==> src/rtl/shift_pkg.sv <==
// ---------------------------------------------------------------------------
// shift_pkg
//
// Shared definitions for the universal shift register family.
//
// Contents:
//   MODE_W  - width of the mode select bus.
//   mode_e  - operation encodings used by shift_reg_univ and its bench.
//
// Encoding 7 is reserved. The register treats it exactly like HOLD, so a
// future mode can be added without changing the behaviour of existing code.
// ---------------------------------------------------------------------------
package shift_pkg;

    localparam int MODE_W = 3;

    typedef enum logic [MODE_W-1:0] {
        MODE_HOLD  = 3'd0,  // keep all stages
        MODE_SHUP  = 3'd1,  // s[0] <- sin_lo, s[i] <- s[i-1]
        MODE_SHDN  = 3'd2,  // s[DEPTH-1] <- sin_hi, s[i] <- s[i+1]
        MODE_ROTUP = 3'd3,  // s[0] <- s[DEPTH-1], s[i] <- s[i-1]
        MODE_ROTDN = 3'd4,  // s[DEPTH-1] <- s[0], s[i] <- s[i+1]
        MODE_LOAD  = 3'd5,  // s <- pdata
        MODE_CLEAR = 3'd6,  // s <- 0
        MODE_RSVD  = 3'd7   // reserved, behaves as HOLD
    } mode_e;

    // True for the two modes that push a new serial value into the array
    // and therefore advance the fill count.
    function automatic logic is_shift(input mode_e m);
        return (m == MODE_SHUP) || (m == MODE_SHDN);
    endfunction

endpackage

==> src/rtl/shift_fill_ctr.sv <==
// ---------------------------------------------------------------------------
// shift_fill_ctr
//
// Saturating count of valid stages in the universal shift register.
//
// Ports:
//   clk       in   clock, all updates on the rising edge
//   rst       in   synchronous active-high reset, clears fill and full
//   en        in   when low the count and flag hold
//   inc       in   a shift happened: fill <- min(fill+1, DEPTH)
//   set_full  in   a parallel load happened: fill <- DEPTH
//   clr       in   a clear happened: fill <- 0
//   fill      out  FW-bit count, 0..DEPTH
//   full      out  registered flag, high exactly when fill == DEPTH
//
// inc, set_full and clr come from a one-hot mode decode, so at most one is
// high; the if/else order below only matters if that ever changes.
// ---------------------------------------------------------------------------
module shift_fill_ctr #(
    parameter  int DEPTH = 4,
    localparam int FW    = $clog2(DEPTH + 1)
) (
    input  logic          clk,
    input  logic          rst,
    input  logic          en,
    input  logic          inc,
    input  logic          set_full,
    input  logic          clr,
    output logic [FW-1:0] fill,
    output logic          full
);

    localparam logic [FW-1:0] FILL_MAX  = FW'(DEPTH);
    localparam logic [FW-1:0] FILL_LAST = FW'(DEPTH - 1);

    // full is kept as its own register rather than decoded from fill so that
    // the output is a flop and not a comparator hanging off the count.
    always_ff @(posedge clk) begin
        if (rst) begin
            fill <= '0;
            full <= 1'b0;
        end else if (en) begin
            if (clr) begin
                fill <= '0;
                full <= 1'b0;
            end else if (set_full) begin
                fill <= FILL_MAX;
                full <= 1'b1;
            end else if (inc && !full) begin
                // Saturating: once full, further shifts leave the count alone.
                fill <= fill + FW'(1);
                full <= (fill == FILL_LAST);
            end
        end
    end

endmodule

==> src/rtl/shift_reg_univ.sv <==
// ---------------------------------------------------------------------------
// shift_reg_univ
//
// Universal shift register: DEPTH stages of WIDTH bits with hold, shift
// up/down, rotate up/down, parallel load and clear, plus a saturating count
// of valid stages. With default parameters SHUP reproduces the original
// 4-stage 1-bit d->q0->q1->q2->q3 delay chain.
//
// Parameters:
//   WIDTH  bits per stage, >= 1
//   DEPTH  number of stages, >= 2
//   FW     fill-count width, derived from DEPTH
//
// Ports:
//   clk      in   clock
//   rst      in   synchronous active-high reset (highest priority)
//   en       in   operation enable; low freezes every register
//   mode     in   operation select, see shift_pkg::mode_e
//   sin_lo   in   serial data entering stage 0 on SHUP
//   sin_hi   in   serial data entering stage DEPTH-1 on SHDN
//   pdata    in   parallel load data, stage i at [i*WIDTH +: WIDTH]
//   q        out  all stages, same packing as pdata
//   sout_lo  out  stage 0
//   sout_hi  out  stage DEPTH-1
//   fill     out  number of valid stages, 0..DEPTH
//   full     out  fill == DEPTH
//
// Transfer semantics: en is the only qualifier. An operation is taken on
// every rising edge where rst=0 and en=1; there is no back-pressure and no
// acknowledge, and results are visible on the outputs after that edge.
// All outputs are driven directly by flops.
// ---------------------------------------------------------------------------
module shift_reg_univ
    import shift_pkg::*;
#(
    parameter  int WIDTH = 1,
    parameter  int DEPTH = 4,
    localparam int FW    = $clog2(DEPTH + 1)
) (
    input  logic                   clk,
    input  logic                   rst,
    input  logic                   en,
    input  logic [MODE_W-1:0]      mode,
    input  logic [WIDTH-1:0]       sin_lo,
    input  logic [WIDTH-1:0]       sin_hi,
    input  logic [DEPTH*WIDTH-1:0] pdata,
    output logic [DEPTH*WIDTH-1:0] q,
    output logic [WIDTH-1:0]       sout_lo,
    output logic [WIDTH-1:0]       sout_hi,
    output logic [FW-1:0]          fill,
    output logic                   full
);

    // Stage storage. Packed so that s[i] lines up with q[i*WIDTH +: WIDTH].
    logic [DEPTH-1:0][WIDTH-1:0] s;
    logic [DEPTH-1:0][WIDTH-1:0] s_nxt;

    mode_e op;
    assign op = mode_e'(mode);

    // -----------------------------------------------------------------------
    // Per-stage next-value mux. Each stage sees a neighbour from below (used
    // by SHUP/ROTUP) and from above (SHDN/ROTDN). Interior stages take both
    // from the adjacent stage; the two end stages swap in the serial input
    // for a shift or the opposite end of the array for a rotate.
    // -----------------------------------------------------------------------
    for (genvar g = 0; g < DEPTH; g++) begin : g_stage
        logic [WIDTH-1:0] shup_src;
        logic [WIDTH-1:0] rotup_src;
        logic [WIDTH-1:0] shdn_src;
        logic [WIDTH-1:0] rotdn_src;
        logic [WIDTH-1:0] stage_nxt;

        if (g == 0) begin : g_below
            assign shup_src  = sin_lo;
            assign rotup_src = s[DEPTH-1];
        end else begin : g_below
            assign shup_src  = s[g-1];
            assign rotup_src = s[g-1];
        end

        if (g == DEPTH - 1) begin : g_above
            assign shdn_src  = sin_hi;
            assign rotdn_src = s[0];
        end else begin : g_above
            assign shdn_src  = s[g+1];
            assign rotdn_src = s[g+1];
        end

        always_comb begin
            stage_nxt = s[g];
            case (op)
                MODE_SHUP:  stage_nxt = shup_src;
                MODE_SHDN:  stage_nxt = shdn_src;
                MODE_ROTUP: stage_nxt = rotup_src;
                MODE_ROTDN: stage_nxt = rotdn_src;
                MODE_LOAD:  stage_nxt = pdata[g*WIDTH +: WIDTH];
                MODE_CLEAR: stage_nxt = '0;
                default:    stage_nxt = s[g];  // HOLD and reserved
            endcase
        end

        assign s_nxt[g] = stage_nxt;
    end

    // Reset beats enable, enable beats mode. A shift that is in the same
    // cycle as rst is simply dropped.
    always_ff @(posedge clk) begin
        if (rst) begin
            s <= '0;
        end else if (en) begin
            s <= s_nxt;
        end
    end

    // -----------------------------------------------------------------------
    // Fill count. Direction of the shift is irrelevant; rotates and HOLD
    // leave it alone because they neither add nor drop data.
    // -----------------------------------------------------------------------
    logic fc_inc;
    logic fc_set_full;
    logic fc_clr;

    always_comb begin
        fc_inc      = is_shift(op);
        fc_set_full = (op == MODE_LOAD);
        fc_clr      = (op == MODE_CLEAR);
    end

    shift_fill_ctr #(
        .DEPTH(DEPTH)
    ) u_fill (
        .clk      (clk),
        .rst      (rst),
        .en       (en),
        .inc      (fc_inc),
        .set_full (fc_set_full),
        .clr      (fc_clr),
        .fill     (fill),
        .full     (full)
    );

    // Outputs are plain wires off the stage flops.
    assign q       = s;
    assign sout_lo = s[0];
    assign sout_hi = s[DEPTH-1];

endmodule

==> config.mk <==
export PLATFORM = sky130hd
export DESIGN_NAME = shift_reg_univ
export DESIGN_NICKNAME = d
export VERILOG_FILES = /design/src/rtl/shift_pkg.sv /design/src/rtl/shift_fill_ctr.sv /design/src/rtl/shift_reg_univ.sv
export SDC_FILE = /design/constraint.sdc
export NUM_CORES = 1
export LEC_CHECK = 0
export ABC_AREA = 1
export CAP_MARGIN = 10
export CORE_MARGIN = 10
export CORE_UTILIZATION = 45
export CTS_CLUSTER_SIZE = 12
export DETAILED_ROUTE_END_ITERATION = 6
export PLACE_DENSITY = 0.84
export RECOVER_POWER = 50
export SYNTH_ARGS = -nofsm -noshare
export SYNTH_HDL_FRONTEND = slang
export SYNTH_SLANG_ARGS = --single-unit
==> constraint.sdc <==
create_clock -name clk -period 2.6 [get_ports clk]
set_input_delay 0.39 -clock clk [delete_from_list [all_inputs] [get_ports clk]]
set_output_delay 0.39 -clock clk [all_outputs]
set_load 0.01 [all_outputs]
After elaboration in Yosys (flattened, before gate mapping)
Index checks and enable logic that the tools add are counted.
- register bits: 8
- input port bits: 12
- output and inout bits: 10
- logic and storage cells: 37
- $add $sub $neg: 1
- equality and inequality tests: 7
- muxes and demuxes: 10
- reduce and logical (&&, ||, !) cells: 13
- operator list (cell ; number):
    $pmux 1 s5 ; 2
    $reduce_bool 5->1 ; 2
    $eq 3x2->1 const B ; 3
    $eq 3x3->1 const B ; 3
    $mux 3 ; 3
    $pmux 1 s4 ; 2
    $reduce_and 2->1 ; 4
    $reduce_bool 4->1 ; 1
    $reduce_or 2->1 ; 2
    $add 3x1->3 const B ; 1
    $eq 3x1->1 const B ; 1
    $mux 1 ; 3
    $reduce_bool 3->1 ; 1
    $logic_and 1x1->1 ; 1
    $logic_not 1->1 ; 1
    $logic_or 1x1->1 ; 1

Longest topological paths before layout
Gate-level depths: netlist of the first run.
- depth in word-level cells: 6
- gate-level depth with buffers: 9
- mapped depth without buffers: 8

Modules after synthesis
From an unflattened synthesis of the first run, not the netlist that was laid out.
- cell total of the unflattened synthesis: 104
- area total of the unflattened synthesis: 645.6 sq um
- modules (own cells, without submodules) (module ; instances ; cells each ; area an instance (sq um) ; seq. area each (sq um)):
    shift_reg_univ ; 1 ; 67 ; 385.4 ; 80.1
    shift_fill_ctr ; 1 ; 37 ; 260.2 ; 80.1

Worst setup path before layout of the first run
Ideal clock, no wire load.
- path type: input to register
- start: input mode[1]
- end: register s (netlist bit sout_lo)
- library setup time: 0.115 ns
- arrival: 0.997 ns
- required time: 2.485 ns
- slack: 1.489 ns
- stages on the path: 8
- path buffers: 1
- path through: buf_6 -> inv_2 -> nand2_1 -> nand3_2 -> nand2_2 -> inv_2 -> o21ai_1 -> nor2_1
- word-level cells in the longest chain between the ends: 4
- elaborated cells on any way between the ends: 10
- classes of those cells: eq/ne: 6; mux: 1; reduce/logical: 3
- RTL lines (element ; RTL line ; RTL):
    start, declared ; shift_reg_univ.sv:43 ; input logic [MODE_W-1:0] mode,
    $eq 3x2->1 / $eq 3x3->1 (equally long branches) ; shift_reg_univ.sv:92 ; case (op)
    $reduce_or 2->1 (no line) ; -- ;
    $reduce_bool 5->1 (no line) ; -- ;
    $reduce_and 2->1 (no line) ; -- ;
    end signal, assigned ; shift_reg_univ.sv:112 ; s <= s_nxt;
    end, declared ; shift_reg_univ.sv:55 ; logic [DEPTH-1:0][WIDTH-1:0] s;
Several ways; a longest one is shown, not always the timed one.
A chain may end at the register's enable or synchronous reset.

Worst setup path after layout of the first run
- start: input mode[0]
- end: register s (netlist bit g_stage[0].rotdn_src)
- word-level cells in the longest chain between the ends: 4
- elaborated cells on any way between the ends: 11
- classes of those cells: eq/ne: 6; mux: 1; reduce/logical: 4
- RTL lines (element ; RTL line):
    $eq 3x1->1 (tied with other cells) ; shift_reg_univ.sv:92
    $reduce_or 2->1 (no line) ; --
    $reduce_bool 4->1 (no line) ; --
    $reduce_and 2->1 (no line) ; --
Several ways; a longest one is shown, not always the timed one.

==> run_results.csv, run 1 <==
group,metric,value,unit
final_layout,final_area,788,um^2
final_layout,areaGrowthSynthToFinish,32.9,%
critical_path,cp-start-kind,"input port",
logic_synthesis,synth_area_leaders,"dfxtp_1 27%, nand2_1 16%, nand3_1 7.6%, buf_4 6.3%, nor2_1 6.3%",
logic_synthesis,synth_seq_cells,8,
clock_network,cts_tree,"built",
route,drt-total-wl,1.51,mm
logic_synthesis,synthCells,94,
clock_network,clock_path_buffers,2,
final_layout,drive_above_1_share,11.6,%
critical_path,worst-r2r-setup-slack,1.51,ns
critical_path,max_stage_delay,0.79,ns
final_layout,fillers,132,
global_routing,grt-ovfl-total,0,
timing,setup_viol,0,
clock_network,cts_buffers,3,
logic_synthesis,ys_types,17,
floorplanning,ios,22,
timing,hold_violations,0,
min_path,min_path_cells,2,
global_routing,antenna_found_initial,0,
floorplanning,die_area,3170,um^2
timing,relSlewSlack,72.2,%
floorplanning,core,1270,um^2
pwr,power_density,402,nW/um^2
floorplanning,die_y,56.3,um
critical_path,timing.rr.end,"u_fill.fill[2]$_SDFFE_PP0P_",
clock_network,clock_sinks,8,
floorplanning,start_util,46.7,%
global_routing,grt_pass1_vias,641,
timing,max_freq,578,MHz
run_status,status,"finished, final reports clean",
critical_path,r2r_cells,5,
route,drc,0,
clock_network,clkLatencyLatePin,0.26,ns
clock_network,clk_pin_slew,0.05,ns
timing,fin_crit_sh,66.6,%
global_routing,grt_usage,9.93,%
timing,period_minus_slack,1.73,ns
global_routing,grt_pass1_wl,2.59,mm
min_path,holdCritStartpoint,"u_fill.fill[1]$_SDFFE_PP0P_",
route,vias,651,
route,drt_first_pass_iters,4,
min_path,hp-class,"reg -> reg",
critical_path,cp_slowest_cell,"dlygate4sd3_1",
logic_synthesis,avgSynthCellArea,6.31,um^2
global_routing,grt_max_degree,12,
critical_path,cpMostUsedCell,"nand2_1",
logic_synthesis,synth_top_area_share,27.0,%
timing,holdWs,0.477,ns
timing,worst-slew-pin-transition,0.416,ns
critical_path,path_cells,"dlygate4sd3_1 > inv_1 > nand2_1 > nand3_2 > nand2_1 > inv_2 > o21ai_1 > nor2_1",
placed_design,placed_cell_area,773,um^2
logic_synthesis,synth_nets,108,
clock_network,postCtsResizedCells,0,
floorplanning,dieWidth,56.3,um
final_layout,final_nets,128,
critical_path,cpLargestDelayFamily,"buffers and inverters",
route,drtAntennaViolNets,0,
timing,fin_setup_tns,0,ns
clock_network,cts_setup_buffers,0,
logic_synthesis,ys.warnings.count,0,
timing,grt_setup_unrepaired,"no",
critical_path,cp.arrival,1.88,ns
final_layout,multi_input_area,335,um^2
critical_path,cp.required,2.75,ns
logic_synthesis,yosys.area.top_type,"dfxtp_1",
critical_path,path_max_fanout,11,
logic_synthesis,synth_area,593,um^2
critical_path,reg2reg_from,"u_fill.fill[0]$_SDFFE_PP0P_",
critical_path,cp.depth,8,
pwr,power.leakage,0.365,nW
placed_design,port_buffers,21,
timing,fin_skew,0.00616,ns
critical_path,end_kind,"flip-flop",
timing,maxSlewViolCount,0,
placed_design,gp_congestion,0.770,
min_path,holdPathEnd,"u_fill.fill[1]$_SDFFE_PP0P_",
final_layout,regArea,160,um^2
route,vias_per_cell,5.13,
clock_network,ctsHoldBuffers,0,
clock_network,htreeDepth,1,
route,drt-initial-drc-count,4,
critical_path,critical_path_class,"in -> reg",
route,wl_per_cell,11.9,um
placed_design,place_hpwl,1.22,mm
final_layout,antenna_cells,0,
logic_synthesis,ys_seq_area_share,27.0,%
run,drv_cap,0,
critical_path,critPathBufInv,3,
clock_network,cts-root-buf,"clkbuf_4",
pwr,ir_drop,243,uV
floorplanning,rows,13,
-- cells by family after synthesis --
| logic type | after synthesis | synth area share (%) |
|---|---|---|
| AO/OA/AOI/OAI | 14 | 13.1 |
| AND/OR/NAND/NOR | 53 | 40.5 |
| adder cells (fa/ha/maj) | 2 | 4.22 |
| buffers and inverters | 17 | 15.2 |
| flip-flops | 8 | 27.0 |
-- layer usage --
layer | up-vias | part of all wire [%] | track usage [%] | wire length [um]
met5 | - | 0 | 0 | 0
met4 | 0 | 1.9 | 5.50 | 29
met3 | 6 | 7.9 | 6.07 | 120
met2 | 18 | 48 | 15.8 | 720
met1 | 291 | 43 | 9.71 | 645
li1 | 336 | - | - | -
-- worst max path at each step --
stage,slack (ns),from,endpoint
after floorplan,1.49,mode[1],sout_lo$_SDFFE_PP0P_
after global placement,0.79,mode[0],g_stage[1].rotdn_src$_SDFFE_PP0P_
after detailed placement,0.74,mode[0],g_stage[1].rotdn_src$_SDFFE_PP0P_
after CTS,0.93,sout_lo$_SDFFE_PP0P_,sout_lo
after global routing,0.70,mode[0],u_fill.fill[1]$_SDFFE_PP0P_
final,0.87,mode[0],g_stage[0].rotdn_src$_SDFFE_PP0P_
-- Yosys cell counts --
cell,count
nand3_1,9
buf_6,1
nand4_1,3
nand3_2,2
nand2_1,25
inv_2,4
nand2_2,4
inv_1,7
dfxtp_1,8
o21ai_2,1
ha_1,2
o21ai_1,4
o21ai_0,3
buf_4,5
nor2_1,10
a21oi_1,5
a21oi_2,1
-- worst register-to-register path: stages, from the launching register on --
cell	delay, ns
dfxtp_1	0.32
ha_1	0.20
ha_1	0.26
o21ai_0	0.08
nand2_1	0.07
a21oi_1	0.11
-- per-stage QoR --
| stage | worst slack (ns) | utilization (%) | cells | total power [mW] |
|---|---|---|---|---|
| after floorplan | 1.49 | - | 94 | 0.191 |
| after global placement | 0.787 | 60.9 | 124 | 0.226 |
| final | 0.869 | 62.1 | 127 | 0.317 |
| after global routing | 0.701 | 62.1 | 127 | 0.341 |
| after detailed placement | 0.739 | 60.9 | 124 | 0.228 |
| after CTS | 0.931 | 62.7 | 127 | 0.325 |
-- state kept, by name (all words and copies together), names as in the netlist --
register and count:
sout_hi 1, g_stage.rotdn_src 2, u_fill.fill 3, sout_lo 1, u_fill.full 1
-- report_power, final --
group          internal [mW]  total [mW]  switching, mW
Clock                 0.0528      0.0949         0.0421
Sequential             0.129       0.136        0.00714
Combinational         0.0419      0.0857         0.0438
-- cell usage in the layout, fill, tap and decap left out --
| master | count |
|---|---|
| o21ai_1 | 4 |
| nand3_1 | 10 |
| a21oi_2 | 1 |
| nor2_1 | 10 |
| dfxtp_1 | 8 |
| inv_2 | 4 |
| a21oi_1 | 5 |
| dlygate4sd3_1 | 7 |
| nand4_1 | 3 |
| clkdlybuf4s50_1 | 14 |
| ha_1 | 2 |
| nand2_1 | 26 |
| nand3_2 | 1 |
| o21ai_2 | 1 |
| clkbuf_4 | 3 |
| o21ai_0 | 3 |
| nand2_2 | 3 |
| inv_1 | 7 |
-- layout make-up --
class,count,share of cell area (%)
Clock buffer,3,2.86
Tap cell,15,2.38
Multi-Input combinational cell,69,42.5
Inverter,11,5.24
Sequential cell,8,20.3
Timing Repair Buffer,21,26.7
Power figures use the tool's default switching activity.
==> inputs of run 2 (changes only) <==
Settings changed: CORE_UTILIZATION 45 to 38, PLACE_DENSITY 0.84 to 0.76.
Clock period 2.6 ns to 1.5 ns, I/O delays scaled along.
==> run 2 against run 1 <==
- wire length rose by 0.79%
- sequential share of layout area shrank 1.1 points
- largest power group unchanged
- first-iteration DRC count up 100%
- register-to-register slack worse by 1.1 ns
- critical endpoint is now q[2]
- global-route usage decreased by 0.98 points
==> run_results.csv, run 2 (synthesis results as in run 1) <==
group,metric,value,unit
run_status,status,"finished, final reports clean",
clock_network,cts_buffers,3,
route,vias,650,
critical_path,cp.arrival,1.20,ns
pwr,p_int,0.401,mW
clock_network,clock_sinks,8,
critical_path,critical_path_class,"reg -> out",
critical_path,end_kind,"output port",
critical_path,cp_slowest_cell,"clkdlybuf4s50_1",
pwr,p_switching,0.171,mW
timing,fin_crit_sh,95.2,%
final_layout,areaGrowthSynthToFinish,41.6,%
timing,fin_skew,0.00633,ns
final_layout,largest_register_ffs,3,
pwr,p_comb_share,28.6,%
timing,setup_viol,0,
placed_design,place_hpwl,1.26,mm
clock_network,cts-root-buf,"clkbuf_4",
floorplanning,dieWidth,59.5,um
final_layout,final_common_cell,"nand2_1",
pwr,p_seq_share,41.3,%
pwr,switching_share,29.8,%
clock_network,clk_pin_slew,0.06,ns
critical_path,critPathBufInv,1,
final_layout,top_register,"u_fill.fill",
placed_design,port_buffers,21,
timing,worst-slew-pin-transition,0.341,ns
global_routing,grt_pass1_wl,2.55,mm
pwr,power.leakage,0.376,nW
final_layout,final_cell_mix,"26 x nand2_1, 19 x clkdlybuf4s50_1, 10 x nor2_1, 10 x nand3_1",
final_layout,stdcell_count,135,
clock_network,clock_path_buffers,2,
clock_network,htreeDepth,1,
route,drt-initial-drc-count,8,
clock_network,clkLatencyLatePin,0.26,ns
timing,hold_violations,0,
clock_network,ctsHoldBuffers,0,
global_routing,grt_max_degree,9,
final_layout,antenna_cells,0,
route,wl_per_cell,11.3,um
floorplanning,core,1490,um^2
global_routing,antenna_found_initial,0,
global_routing,grt_pass1_vias,611,
placed_design,placed_cell_area,827,um^2
pwr,power_density,681,nW/um^2
floorplanning,die_area,3540,um^2
critical_path,cp.required,1.27,ns
clock_network,cts_tree,"built",
critical_path,cpLargestDelayFamily,"buffers and inverters",
placed_design,gp_congestion,0.810,
route,drt_first_pass_iters,4,
floorplanning,rows,14,
floorplanning,ios,22,
timing,period_minus_slack,1.43,ns
pwr,ir_drop,477,uV
global_routing,grt_usage,8.95,%
final_layout,drive_above_1_share,16.8,%
route,drtAntennaViolNets,0,
timing,max_freq,700,MHz
placed_design,dp.cells,132,
final_layout,final_area,840,um^2
timing,grt_setup_unrepaired,"no",
critical_path,cp-start-kind,"flip-flop",
clock_network,cts_setup_buffers,0,
route,drt-total-wl,1.53,mm
route,vias_per_cell,4.81,
floorplanning,start_util,39.8,%
min_path,hp-class,"reg -> reg",
final_layout,final_nets,135,
critical_path,path_max_fanout,4,
critical_path,path_cells,"clkdlybuf4s50_1",
run,drv_cap,0,
critical_path,max_stage_delay,0.56,ns
pwr,power.share.clock,30.1,%
timing,maxSlewViolCount,0,
timing,relSlewSlack,77.1,%
route,drc,0,
final_layout,fillers,142,
global_routing,grt-ovfl-total,0,
floorplanning,die_y,59.5,um
## run 2: cell count changes in the layout (fill, tap and decap cells not counted)
cell	previous run	this run
clkbuf_1	0	1
dfxtp_2	0	1
dfxtp_1	8	7
clkdlybuf4s25_1	0	2
clkdlybuf4s50_1	14	19
dlygate4sd3_1	7	0
buf_4	0	6
## run 2: area by class of cell
| class | count | area [um^2] | area share (%) |
|---|---|---|---|
| Multi-Input combinational cell | 69 | 335 | 39.9 |
| Tap cell | 16 | 20.0 | 2.38 |
| Inverter | 11 | 41.3 | 4.92 |
| Clock buffer | 3 | 22.5 | 2.68 |
| Timing Repair Buffer | 28 | 259 | 30.8 |
| Sequential cell | 8 | 161 | 19.2 |
## run 2: layer usage
| metal | vias up | routed length [um] | GRT usage (%) |
|---|---|---|---|
| li1 | 352 | - | - |
| met1 | 281 | 688 | 10.1 |
| met2 | 17 | 664 | 13.8 |
| met3 | 0 | 174 | 6.44 |
| met4 | 0 | 0 | 0.962 |
| met5 | - | 0 | 0 |
## run 2: worst paths after layout
| kind | slack, ns | endpoint | cells after the start | start |
|---|---|---|---|---|
| max reg2reg | 0.40 | u_fill.fill[2]$_SDFFE_PP0P_ | 5 | u_fill.fill[0]$_SDFFE_PP0P_ |
| max | 0.07 | q[2] | 1 | g_stage[1].rotdn_src$_SDFFE_PP0P_ |
| min | 0.48 | u_fill.fill[2]$_SDFFE_PP0P_ | 2 | u_fill.fill[2]$_SDFFE_PP0P_ |
| min reg2reg | 0.48 | u_fill.fill[2]$_SDFFE_PP0P_ | 2 | u_fill.fill[2]$_SDFFE_PP0P_ |
## run 2: metrics by stage
stage | utilization, % | total power, mW | hold slack [ns] | worst slack (ns) | TNS, ns
6_report | 56.4 | 0.572 | 0.482 | 0.0720 | 0
5_1_grt | 56.4 | 0.614 | 0.505 | 0.0176 | 0
4_1_cts | 57.1 | 0.582 | 0.480 | 0.00822 | 0
3_5_place_dp | 55.5 | 0.409 | 0.471 | -0.0820 | -0.296
3_3_place_gp | 55.5 | 0.408 | 0.467 | -0.0454 | -0.158
2_1_floorplan | - | 0.331 | 0.294 | 0.424 | 0
## run 2: worst min-delay path: cells and delay by family (launching register included)
kind / cells / cell delay, ns
compound gates: 1 / 0.06
flops: 1 / 0.32
simple gates: 1 / 0.06
## run 2: what timing repair did
action / 4_1_cts / 5_1_grt
endpoints found under the hold margin: 0 / 0
gates resized for setup: 0 / 3
setup endpoints to repair: 0 / 4
## run 2: power groups by stage
stage / clock network [mW] / registers (mW) / logic [mW]
after floorplan: 0 / 0.240 / 0.0910
after global placement: 0 / 0.241 / 0.167
after detailed placement: 0 / 0.240 / 0.169
after CTS: 0.176 / 0.236 / 0.169
after global routing: 0.194 / 0.238 / 0.182
final: 0.172 / 0.236 / 0.164
